### config.mk
export PLATFORM = sky130hd
export DESIGN_NAME = mag_share_arb
export DESIGN_NICKNAME = d
export VERILOG_FILES = /design/src/rtl/mag_share_arb.sv
export SDC_FILE = /design/constraint.sdc
export NUM_CORES = 1
export LEC_CHECK = 0
export ABC_CLOCK_PERIOD_IN_PS = 10600
export CAP_MARGIN = 10
export CORE_MARGIN = 5
export CORE_UTILIZATION = 49
export DETAILED_ROUTE_END_ITERATION = 7
export GPL_ROUTABILITY_DRIVEN = 0
export HOLD_SLACK_MARGIN = 0.06
export PLACE_DENSITY = 0.86
export SLEW_MARGIN = 25
export SYNTH_ARGS = -nofsm -noshare
export SYNTH_HDL_FRONTEND = slang
export SYNTH_HIERARCHICAL = 1
export SYNTH_SLANG_ARGS = --single-unit
### constraint.sdc
create_clock -name clk -period 10.6 [get_ports clk]
set_input_delay 2.12 -clock clk [delete_from_list [all_inputs] [get_ports clk]]
set_output_delay 2.12 -clock clk [all_outputs]
set_load 0.03 [all_outputs]
### src/rtl/mag_share_arb.sv
// mag_share_arb: shares one fixed-latency magnitude unit between two requester
// streams. Each stream is buffered in a small FIFO. A round-robin arbiter issues
// one sample per cycle to the unit. A {valid,id} tag pipe tracks every issued
// sample, so each result is routed back to the requester that issued it.
//
// Ports:
//   clk, rst                       clock, synchronous active-high reset
//   reqN_ena/real/imag, reqN_rdy   requester N sample in, buffer-not-full
//   mag_ena/real/imag              registered issue to the magnitude unit
//   mag_in, mag_val                magnitude unit result
//   outN_val, outN_mag             registered result pulse for requester N
//   err                            sticky tag/result misalignment flag

// Per-requester FIFO. Pointers wrap at DEPTH, so DEPTH need not be a power of 2.
module mag_share_fifo #(
    parameter int W     = 44,
    parameter int DEPTH = 2
) (
    input  logic         clk,
    input  logic         rst,
    input  logic         push,
    input  logic [W-1:0] din,
    input  logic         pop,
    output logic [W-1:0] dout,
    output logic         nempty,
    output logic         full
);
    localparam int AW = $clog2(DEPTH);
    localparam int CW = $clog2(DEPTH + 1);

    logic [W-1:0]  mem [DEPTH];
    logic [AW-1:0] wptr, rptr;
    logic [CW-1:0] count;

    function automatic logic [AW-1:0] inc(input logic [AW-1:0] p);
        return (p == AW'(DEPTH - 1)) ? '0 : p + 1'b1;
    endfunction

    // Storage carries no reset; the pointers and count define what is valid.
    always_ff @(posedge clk) begin
        if (push) mem[wptr] <= din;
    end

    always_ff @(posedge clk) begin
        if (rst) begin
            wptr  <= '0;
            rptr  <= '0;
            count <= '0;
        end else begin
            if (push) wptr <= inc(wptr);
            if (pop)  rptr <= inc(rptr);
            case ({push, pop})
                2'b10:   count <= count + 1'b1;
                2'b01:   count <= count - 1'b1;
                default: count <= count;
            endcase
        end
    end

    assign dout   = mem[rptr];
    assign nempty = (count != '0);
    assign full   = (count == CW'(DEPTH));
endmodule

module mag_share_arb #(
    parameter int DW    = 22,
    parameter int LAT   = 3,
    parameter int DEPTH = 2
) (
    input  logic          clk,
    input  logic          rst,
    input  logic          req0_ena,
    input  logic [DW-1:0] req0_real,
    input  logic [DW-1:0] req0_imag,
    output logic          req0_rdy,
    input  logic          req1_ena,
    input  logic [DW-1:0] req1_real,
    input  logic [DW-1:0] req1_imag,
    output logic          req1_rdy,
    output logic          mag_ena,
    output logic [DW-1:0] mag_real,
    output logic [DW-1:0] mag_imag,
    input  logic [DW:0]   mag_in,
    input  logic          mag_val,
    output logic          out0_val,
    output logic [DW:0]   out0_mag,
    output logic          out1_val,
    output logic [DW:0]   out1_mag,
    output logic          err
);
    localparam int NREQ = 2;

    logic [NREQ-1:0]           ena, rdy, full, push, pop, nempty;
    logic [NREQ-1:0][2*DW-1:0] din, dout;
    logic                      gnt, gnt_id, prio;
    logic [LAT:0]              vld_pipe, id_pipe;
    logic                      ret;

    assign ena      = {req1_ena, req0_ena};
    assign din[0]   = {req0_real, req0_imag};
    assign din[1]   = {req1_real, req1_imag};
    // rdy comes from the registered count only, forced low while in reset.
    assign rdy      = ~full & {NREQ{~rst}};
    assign push     = ena & rdy;
    assign req0_rdy = rdy[0];
    assign req1_rdy = rdy[1];

    for (genvar i = 0; i < NREQ; i++) begin : g_req
        mag_share_fifo #(.W(2 * DW), .DEPTH(DEPTH)) u_fifo (
            .clk    (clk),
            .rst    (rst),
            .push   (push[i]),
            .din    (din[i]),
            .pop    (pop[i]),
            .dout   (dout[i]),
            .nempty (nempty[i]),
            .full   (full[i])
        );
    end

    // prio names the requester that wins a tie; it flips to the other side
    // after every grant, so two busy streams alternate slots.
    always_comb begin
        gnt    = 1'b0;
        gnt_id = 1'b0;
        if (&nempty) begin
            gnt    = 1'b1;
            gnt_id = prio;
        end else if (nempty[0]) begin
            gnt    = 1'b1;
            gnt_id = 1'b0;
        end else if (nempty[1]) begin
            gnt    = 1'b1;
            gnt_id = 1'b1;
        end
    end

    assign pop = gnt ? (gnt_id ? 2'b10 : 2'b01) : 2'b00;
    // Stage LAT lines up with mag_val because stage 0 loads on the same edge as mag_ena.
    assign ret = mag_val & vld_pipe[LAT];

    always_ff @(posedge clk) begin
        if (rst) begin
            mag_ena  <= 1'b0;
            mag_real <= '0;
            mag_imag <= '0;
            prio     <= 1'b0;
            vld_pipe <= '0;
            id_pipe  <= '0;
            out0_val <= 1'b0;
            out0_mag <= '0;
            out1_val <= 1'b0;
            out1_mag <= '0;
            err      <= 1'b0;
        end else begin
            mag_ena <= gnt;
            if (gnt) begin
                {mag_real, mag_imag} <= dout[gnt_id];
                prio                 <= ~gnt_id;
            end
            vld_pipe <= {vld_pipe[LAT-1:0], gnt};
            id_pipe  <= {id_pipe[LAT-1:0], gnt_id};
            out0_val <= ret & ~id_pipe[LAT];
            out1_val <= ret & id_pipe[LAT];
            if (ret & ~id_pipe[LAT]) out0_mag <= mag_in;
            if (ret & id_pipe[LAT])  out1_mag <= mag_in;
            // A result without a tag, or a tag without a result, means the
            // unit and the tag pipe have lost alignment; untagged results are dropped.
            err <= err | (mag_val ^ vld_pipe[LAT]);
        end
    end
endmodule

==> results of run 1 <==
## per-stage QoR
stage,util [%],setup WS (ns),hold WS [ns]
2_1_floorplan,-,5.269,0.4138
3_3_place_gp,60.88,4.944,0.4186
3_5_place_dp,60.88,4.930,0.4264
4_1_cts,65.43,4.933,0.4465
5_1_grt,65.44,4.821,0.4508
6_report,65.44,4.943,0.4419
## cells in the final DEF (no fill, tap or decap), types with 3 or more instances in the layout
cell type                         instances
sky130_fd_sc_hd__clkinv_2                 4
sky130_fd_sc_hd__edfxtp_1               176
sky130_fd_sc_hd__mux2_2                  88
sky130_fd_sc_hd__nand2_1                 93
sky130_fd_sc_hd__nor2_1                  16
sky130_fd_sc_hd__and2_1                  48
sky130_fd_sc_hd__clkbuf_16               30
sky130_fd_sc_hd__clkdlybuf4s50_1        210
sky130_fd_sc_hd__a221o_1                 44
sky130_fd_sc_hd__nor2b_1                  7
sky130_fd_sc_hd__a21oi_1                 49
sky130_fd_sc_hd__nand2b_1                 3
sky130_fd_sc_hd__clkbuf_1                 7
sky130_fd_sc_hd__dfxtp_1                110
sky130_fd_sc_hd__xnor2_1                  6
sky130_fd_sc_hd__buf_4                   10
sky130_fd_sc_hd__ha_1                     3
sky130_fd_sc_hd__clkbuf_8                 6
## worst register-to-register path: cells and delay by family, from the launching register on
kind | cells | cell delay, ns
buf+inv | 2 | 0.68
flops | 1 | 0.39
simple gates | 4 | 0.65
## path summary, 6_finish.rpt
kind,from,to,slack [ns],cells after the start
max,rst,req1_rdy,4.94,4
min,id_pipe[2],id_pipe[3],0.44,1
min reg2reg,id_pipe[2],id_pipe[3],0.44,1
max reg2reg,g_req[0].u_fifo/count[0],g_req[0].u_fifo/mem[0][24],8.48,6
## final cells by class
cell class | instances | area share (%)
timing repair buffer | 221 | 15.91
sequential | 288 | 54.91
tap | 275 | 2.509
inverter | 2 | 0.05474
clock buffer | 44 | 6.323
multi-input combinational | 375 | 19.66
clock inverter | 9 | 0.6296
## registers in the layout, indices dropped and copies added, names as in the netlist, 2 cells and up, named ones only
register / cells
mag_real: 22
mag_imag: 22
out0_mag: 23
g_req.u_fifo/wptr: 2
vld_pipe: 4
g_req.u_fifo/mem: 176
g_req.u_fifo/count: 4
g_req.u_fifo/rptr: 2
out1_mag: 23
id_pipe: 4
## per-layer routing
metal	global-route usage [%]	wire, um	vias up
met4	6.044	646	0
met3	3.440	1592	48
met5	0	0	-
li1	-	-	3011
met2	33.07	11720	239
met1	24.58	9525	3103
## where the power goes
part           internal, mW  leakage (nW)  total, mW  switching, mW
Combinational         0.367          1.70      0.779          0.412
Sequential             1.32          2.53       1.39         0.0634
Clock                 0.589         0.473      0.997          0.408
Total                  2.28          4.70       3.16          0.883
## logic make-up after synthesis
| group | count (synthesis) | synth area share [%] |
|---|---|---|
| compound gates | 96 | 6.756 |
| fa+ha+maj | 3 | 0.3607 |
| mux | 88 | 9.522 |
| simple gates | 180 | 8.259 |
| buf+inv | 43 | 2.104 |
| xor+xnor | 8 | 0.6733 |
| flops | 288 | 72.33 |
==> results.json, run 1 <==
{
  "clock_latency_ns": 0.55,
  "row_count": 53,
  "ctsHtreeMaxLevel": 1,
  "final_cell_count_no_fill": 1214,
  "postRouteWirelength_um": 23490,
  "die_h_um": 155.7,
  "critical_path_buf_inv_count": 3,
  "cp_slowest_stage_delay_ns": 0.63,
  "cells_traversed_along_the_worst_timing_path": "buf_2 -> buf_4 -> nor2_1 -> clkdlybuf4s50_1",
  "synth.avg_cell_area_um2": 14.74,
  "post-cts-setup-buffers": 0,
  "cpMaxStageDelayCell": "sky130_fd_sc_hd__clkdlybuf4s50_1",
  "tightest_slew_ns": 0.9287,
  "crit_path_max_fanout": 72,
  "finalWorstPathRequiredPeriod_ns": 5.657,
  "placedInstanceArea_mm2": 0.01276,
  "crit_required_ns": 8.48,
  "synthMostInstantiatedCell": "sky130_fd_sc_hd__edfxtp_1",
  "critical_path_arrival_ns": 3.54,
  "num_cts_buffers": 29,
  "drive_above_1_share_pct": 16.61,
  "cts_hold_buf": 0,
  "count_of_instances_resized_after_the_clock_tree_is_built": 0,
  "avgViaCountPerCell": 5.273,
  "final_max_slew_viol_count": 0,
  "diode_insertion_count_for_antenna_repair": 0,
  "detailedPlacementHpwl_um": 14050,
  "rsz0062_at_grt": "false",
  "initial_utilization_pct": 49.67,
  "mappedNetlistArea_mm2": 0.01041,
  "filler_cell_count": 1501,
  "ys_top_cells_by_area": "sky130_fd_sc_hd__edfxtp_1 (51%), sky130_fd_sc_hd__dfxtp_1 (22%), sky130_fd_sc_hd__mux2_2 (9.5%), sky130_fd_sc_hd__a221o_1 (4.2%), sky130_fd_sc_hd__nand2_1 (3.4%)",
  "finish.net_count": 1036,
  "dieArea_mm2": 0.02425,
  "yosysTopAreaCellShare_pct": 50.78,
  "power_density_mw_per_mm2": 230.7,
  "yosys-top-cells-count": "sky130_fd_sc_hd__edfxtp_1 (176), sky130_fd_sc_hd__dfxtp_1 (112), sky130_fd_sc_hd__nand2_1 (93)",
  "core_area_mm2": 0.02096,
  "numPortBuffers": 211,
  "number_of_placed_instances_taps_included": 1161,
  "timing.setup.tns_ns": 0,
  "drt-wirelength-per-cell_um": 19.35,
  "max_slew_headroom_pct": 38.09,
  "ys_dominant_reg_cell": "sky130_fd_sc_hd__edfxtp_1",
  "share_of_async_settable_or_async_resettable_flops_after_synthesis_pct": 0,
  "min-delay-path-class": "register to register",
  "die_x_um": 155.7,
  "area_of_the_multi_input_gates_mm2": 0.002696,
  "synth_cell_type_count": 24,
  "yosys_warn_count": 6,
  "seqCellArea_mm2": 0.007530,
  "timing_worst_setup_path_type": "primary input to output port",
  "drc_errors": 0,
  "critPathCaptureType": "output port",
  "grt_pass1_vias": 6763,
  "synthDominantAreaCellType": "sky130_fd_sc_hd__edfxtp_1",
  "clk_root_buffer_cell": "sky130_fd_sc_hd__clkbuf_16",
  "static-leakage-power_nw": 4.697,
  "clock_sinks": 288,
  "synthToLayoutAreaGrowth_pct": 31.76,
  "clock-skew-final_ns": 0.01940,
  "grt_pass1_wl_um": 36610,
  "syn-instance-count": 706,
  "number_of_synthesized_register_bits": 288,
  "syn-num-nets": 825,
  "finalHoldViolCount": 0,
  "report.power.total_mw": 3.163,
  "detail_route.first_pass.iterations": 5,
  "synth_edf_count": 176,
  "area_of_all_placed_cells_without_fillers_mm2": 0.01371,
  "grt_usage_pct": 19.10,
  "cts_tree": "yes",
  "startpoint_type": "primary input",
  "clk_pin_slew_worst_paths_ns": 0.06,
  "timing.fmax_ghz": 0.1768,
  "setup_violations": 0,
  "cts_buffer_depth": 3,
  "ios": 212,
  "drt.antenna.violating_nets": 0,
  "post_synthesis_sequential_area_ratio_pct": 72.33,
  "grt_antenna_before_repair": 0,
  "status": "finished, final reports clean",
  "share_of_the_cycle_needed_by_the_critical_path_after_routing_pct": 53.36,
  "max-cap-violations": 0,
  "highest_ir_drop_seen_on_vdd_v": 0.0001510,
  "drt-initial-drc-count": 396,
  "num_vias": 6401,
  "gr-total-overflow": 0,
  "largest_net_degree_at_the_start_of_global_routing": 73,
  "critical_path.top_delay_family": "buffers and inverters"
}
Note: power is estimated with default switching activity, not from simulation.
==> run 2, diff against run 1 <==
Settings changed: ABC_CLOCK_PERIOD_IN_PS 10600 to 5700.
Clock period 10.6 ns to 5.7 ns, I/O delays scaled along.
==> run 2 against run 1 <==
Cell count unchanged. Highest routed layer is now met5. Sequential power up 88%. Clock skew down 0.012 ns. Critical endpoint is now req0_rdy. Worst setup slack worse by 2.9 ns. Global-route usage down 0.17 points. Sequential cell count unchanged. Wire length down 0.92%. Combinational power up 80%. Die area unchanged.
==> results.json, run 2 (synthesized netlist as in run 1, its figures left out) <==
{
  "status": "finished, final reports clean",
  "postRouteWirelength_um": 23270,
  "regToRegSetupSlack_ns": 3.27,
  "rsz0062_at_grt": "false",
  "highest_ir_drop_seen_on_vdd_v": 0.0002831,
  "cts_buffer_depth": 3,
  "critical_path_buf_inv_count": 2,
  "drc_errors": 0,
  "clock_latency_ns": 0.54,
  "static-leakage-power_nw": 4.671,
  "post-cts-setup-buffers": 0,
  "crit_path_max_fanout": 42,
  "clk_root_buffer_cell": "sky130_fd_sc_hd__clkbuf_16",
  "grt_pass1_vias": 6739,
  "seqCellArea_mm2": 0.007532,
  "p_switching_mw": 1.646,
  "hold_ws_ns": 0.4468,
  "core_area_mm2": 0.02096,
  "ff_to_ff_path_depth": 6,
  "max_slew_headroom_pct": 40.16,
  "filler_cell_count": 1504,
  "grt.busiest_layer": "met2",
  "crit_required_ns": 4.56,
  "numPortBuffers": 211,
  "cts_hold_buf": 0,
  "max-cap-violations": 0,
  "critPathCaptureType": "output port",
  "global_route.usage.met1_pct": 23.21,
  "min-delay-path-class": "register to register",
  "sequentialPowerShare_pct": 44.8,
  "clock_sinks": 288,
  "timing.fmax_ghz": 0.2763,
  "area_of_the_multi_input_gates_mm2": 0.002698,
  "power_density_mw_per_mm2": 427.1,
  "critical_path.endpoint": "req0_rdy",
  "detail_route.first_pass.iterations": 4,
  "ios": 212,
  "finalHoldViolCount": 0,
  "dieArea_mm2": 0.02425,
  "startpoint_type": "primary input",
  "cells_traversed_along_the_worst_timing_path": "buf_2 -> nor2_1 -> clkdlybuf4s50_1",
  "max_flop_register": "g_req.u_fifo/mem",
  "share_of_the_cycle_needed_by_the_critical_path_after_routing_pct": 63.49,
  "drt-wirelength-per-cell_um": 19.17,
  "timing_worst_setup_path_type": "primary input to output port",
  "ctsHtreeMaxLevel": 1,
  "largest_register_ff_count": 176,
  "placedInstanceArea_mm2": 0.01275,
  "area_of_all_placed_cells_without_fillers_mm2": 0.01368,
  "final_cell_mix": "sky130_fd_sc_hd__clkdlybuf4s50_1 (210), sky130_fd_sc_hd__edfxtp_1 (176), sky130_fd_sc_hd__dfxtp_1 (110), sky130_fd_sc_hd__nand2_1 (93), sky130_fd_sc_hd__mux2_2 (88)",
  "tightest_slew_ns": 0.8976,
  "cpMaxStageDelayCell": "sky130_fd_sc_hd__clkdlybuf4s50_1",
  "drt-initial-drc-count": 373,
  "mostFrequentLayoutCell": "sky130_fd_sc_hd__clkdlybuf4s50_1",
  "clock-skew-final_ns": 0.007158,
  "critical_path.top_delay_family": "buffers and inverters",
  "initial_utilization_pct": 49.67,
  "crit_start": "rst",
  "cp_slowest_stage_delay_ns": 0.63,
  "drive_above_1_share_pct": 16.42,
  "cts_tree": "yes",
  "num_cts_buffers": 29,
  "detailedPlacementHpwl_um": 14620,
  "postLayoutCoreUtil_pct": 65.30,
  "setup_violations": 0,
  "grt_pass1_wl_um": 36190,
  "crit-reg2reg-launch": "g_req[0].u_fifo/count[0]",
  "final_max_slew_viol_count": 0,
  "largest_net_degree_at_the_start_of_global_routing": 46,
  "largestRegisters": "g_req.u_fifo/mem x176, out0_mag x23, out1_mag x23",
  "synthToLayoutAreaGrowth_pct": 31.49,
  "grt_antenna_before_repair": 2,
  "pre_cts_slack_ns": 2.098,
  "row_count": 53,
  "die_x_um": 155.7,
  "finish.net_count": 1034,
  "clk_pin_slew_worst_paths_ns": 0.06,
  "num_vias": 6398,
  "drt.antenna.violating_nets": 0,
  "count_of_instances_resized_after_the_clock_tree_is_built": 0,
  "gr-total-overflow": 0,
  "power.share.clock_pct": 31.2,
  "die_h_um": 155.7,
  "crit_cells": 3,
  "avgViaCountPerCell": 5.270,
  "worst_r2r_endpoint": "g_req[0].u_fifo/mem[0][36]",
  "power.combinational.fraction_pct": 24.0,
  "grt.met2_usage_pct": 33.69,
  "intPower_mw": 4.198,
  "finalWorstPathRequiredPeriod_ns": 3.619,
  "critical_path_arrival_ns": 2.48,
  "power.share.switching_pct": 28.16,
  "setup_slack_ns": 2.081,
  "use_met3_pct": 3.412,
  "grt_usage_pct": 18.93,
  "timing.setup.tns_ns": 0
}
==> run 2: metrics by stage <==
stage          power (mW)  cells
6_report            5.844   1214
5_1_grt             6.107   1214
4_1_cts             5.898   1213
3_5_place_dp        4.065   1159
3_3_place_gp        4.023   1159
2_1_floorplan       3.563    706
==> run 2: worst min-delay path by stage <==
stage / startpoint / to / slack (ns) / depth (start not counted)
floorplan: id_pipe[0] / id_pipe[1] / 0.41 / 1
global placement: vld_pipe[1] / vld_pipe[2] / 0.42 / 1
detailed placement: id_pipe[1] / id_pipe[2] / 0.43 / 1
CTS: id_pipe[2] / id_pipe[3] / 0.45 / 1
global route: out0_mag[22] / out0_mag[22] / 0.47 / 2
finish: id_pipe[2] / id_pipe[3] / 0.45 / 1
==> run 2: final cells by class <==
cell class	count	area share, %
diodes	1	0.01829
clock buffers	41	6.007
clock inverters	13	0.8138
inverters	2	0.05486
multi-input cells	375	19.71
flip-flops and latches	288	55.04
well taps	275	2.514
repair buffers	219	15.84
==> run 2: per-layer routing <==
metal	vias up	routed length, um
met5	-	13
met4	2	712
met3	53	1280
met2	203	11940
met1	3133	9327
li1	3007	-
==> run 2: power by group through the flow <==
stage          registers [mW]  clock network, mW  logic [mW]
3_5_place_dp             2.66                  0        1.41
2_1_floorplan            2.76                  0       0.808
6_report                 2.62               1.82        1.40
3_3_place_gp             2.65                  0        1.37
4_1_cts                  2.62               1.86        1.41
5_1_grt                  2.64               1.95        1.51
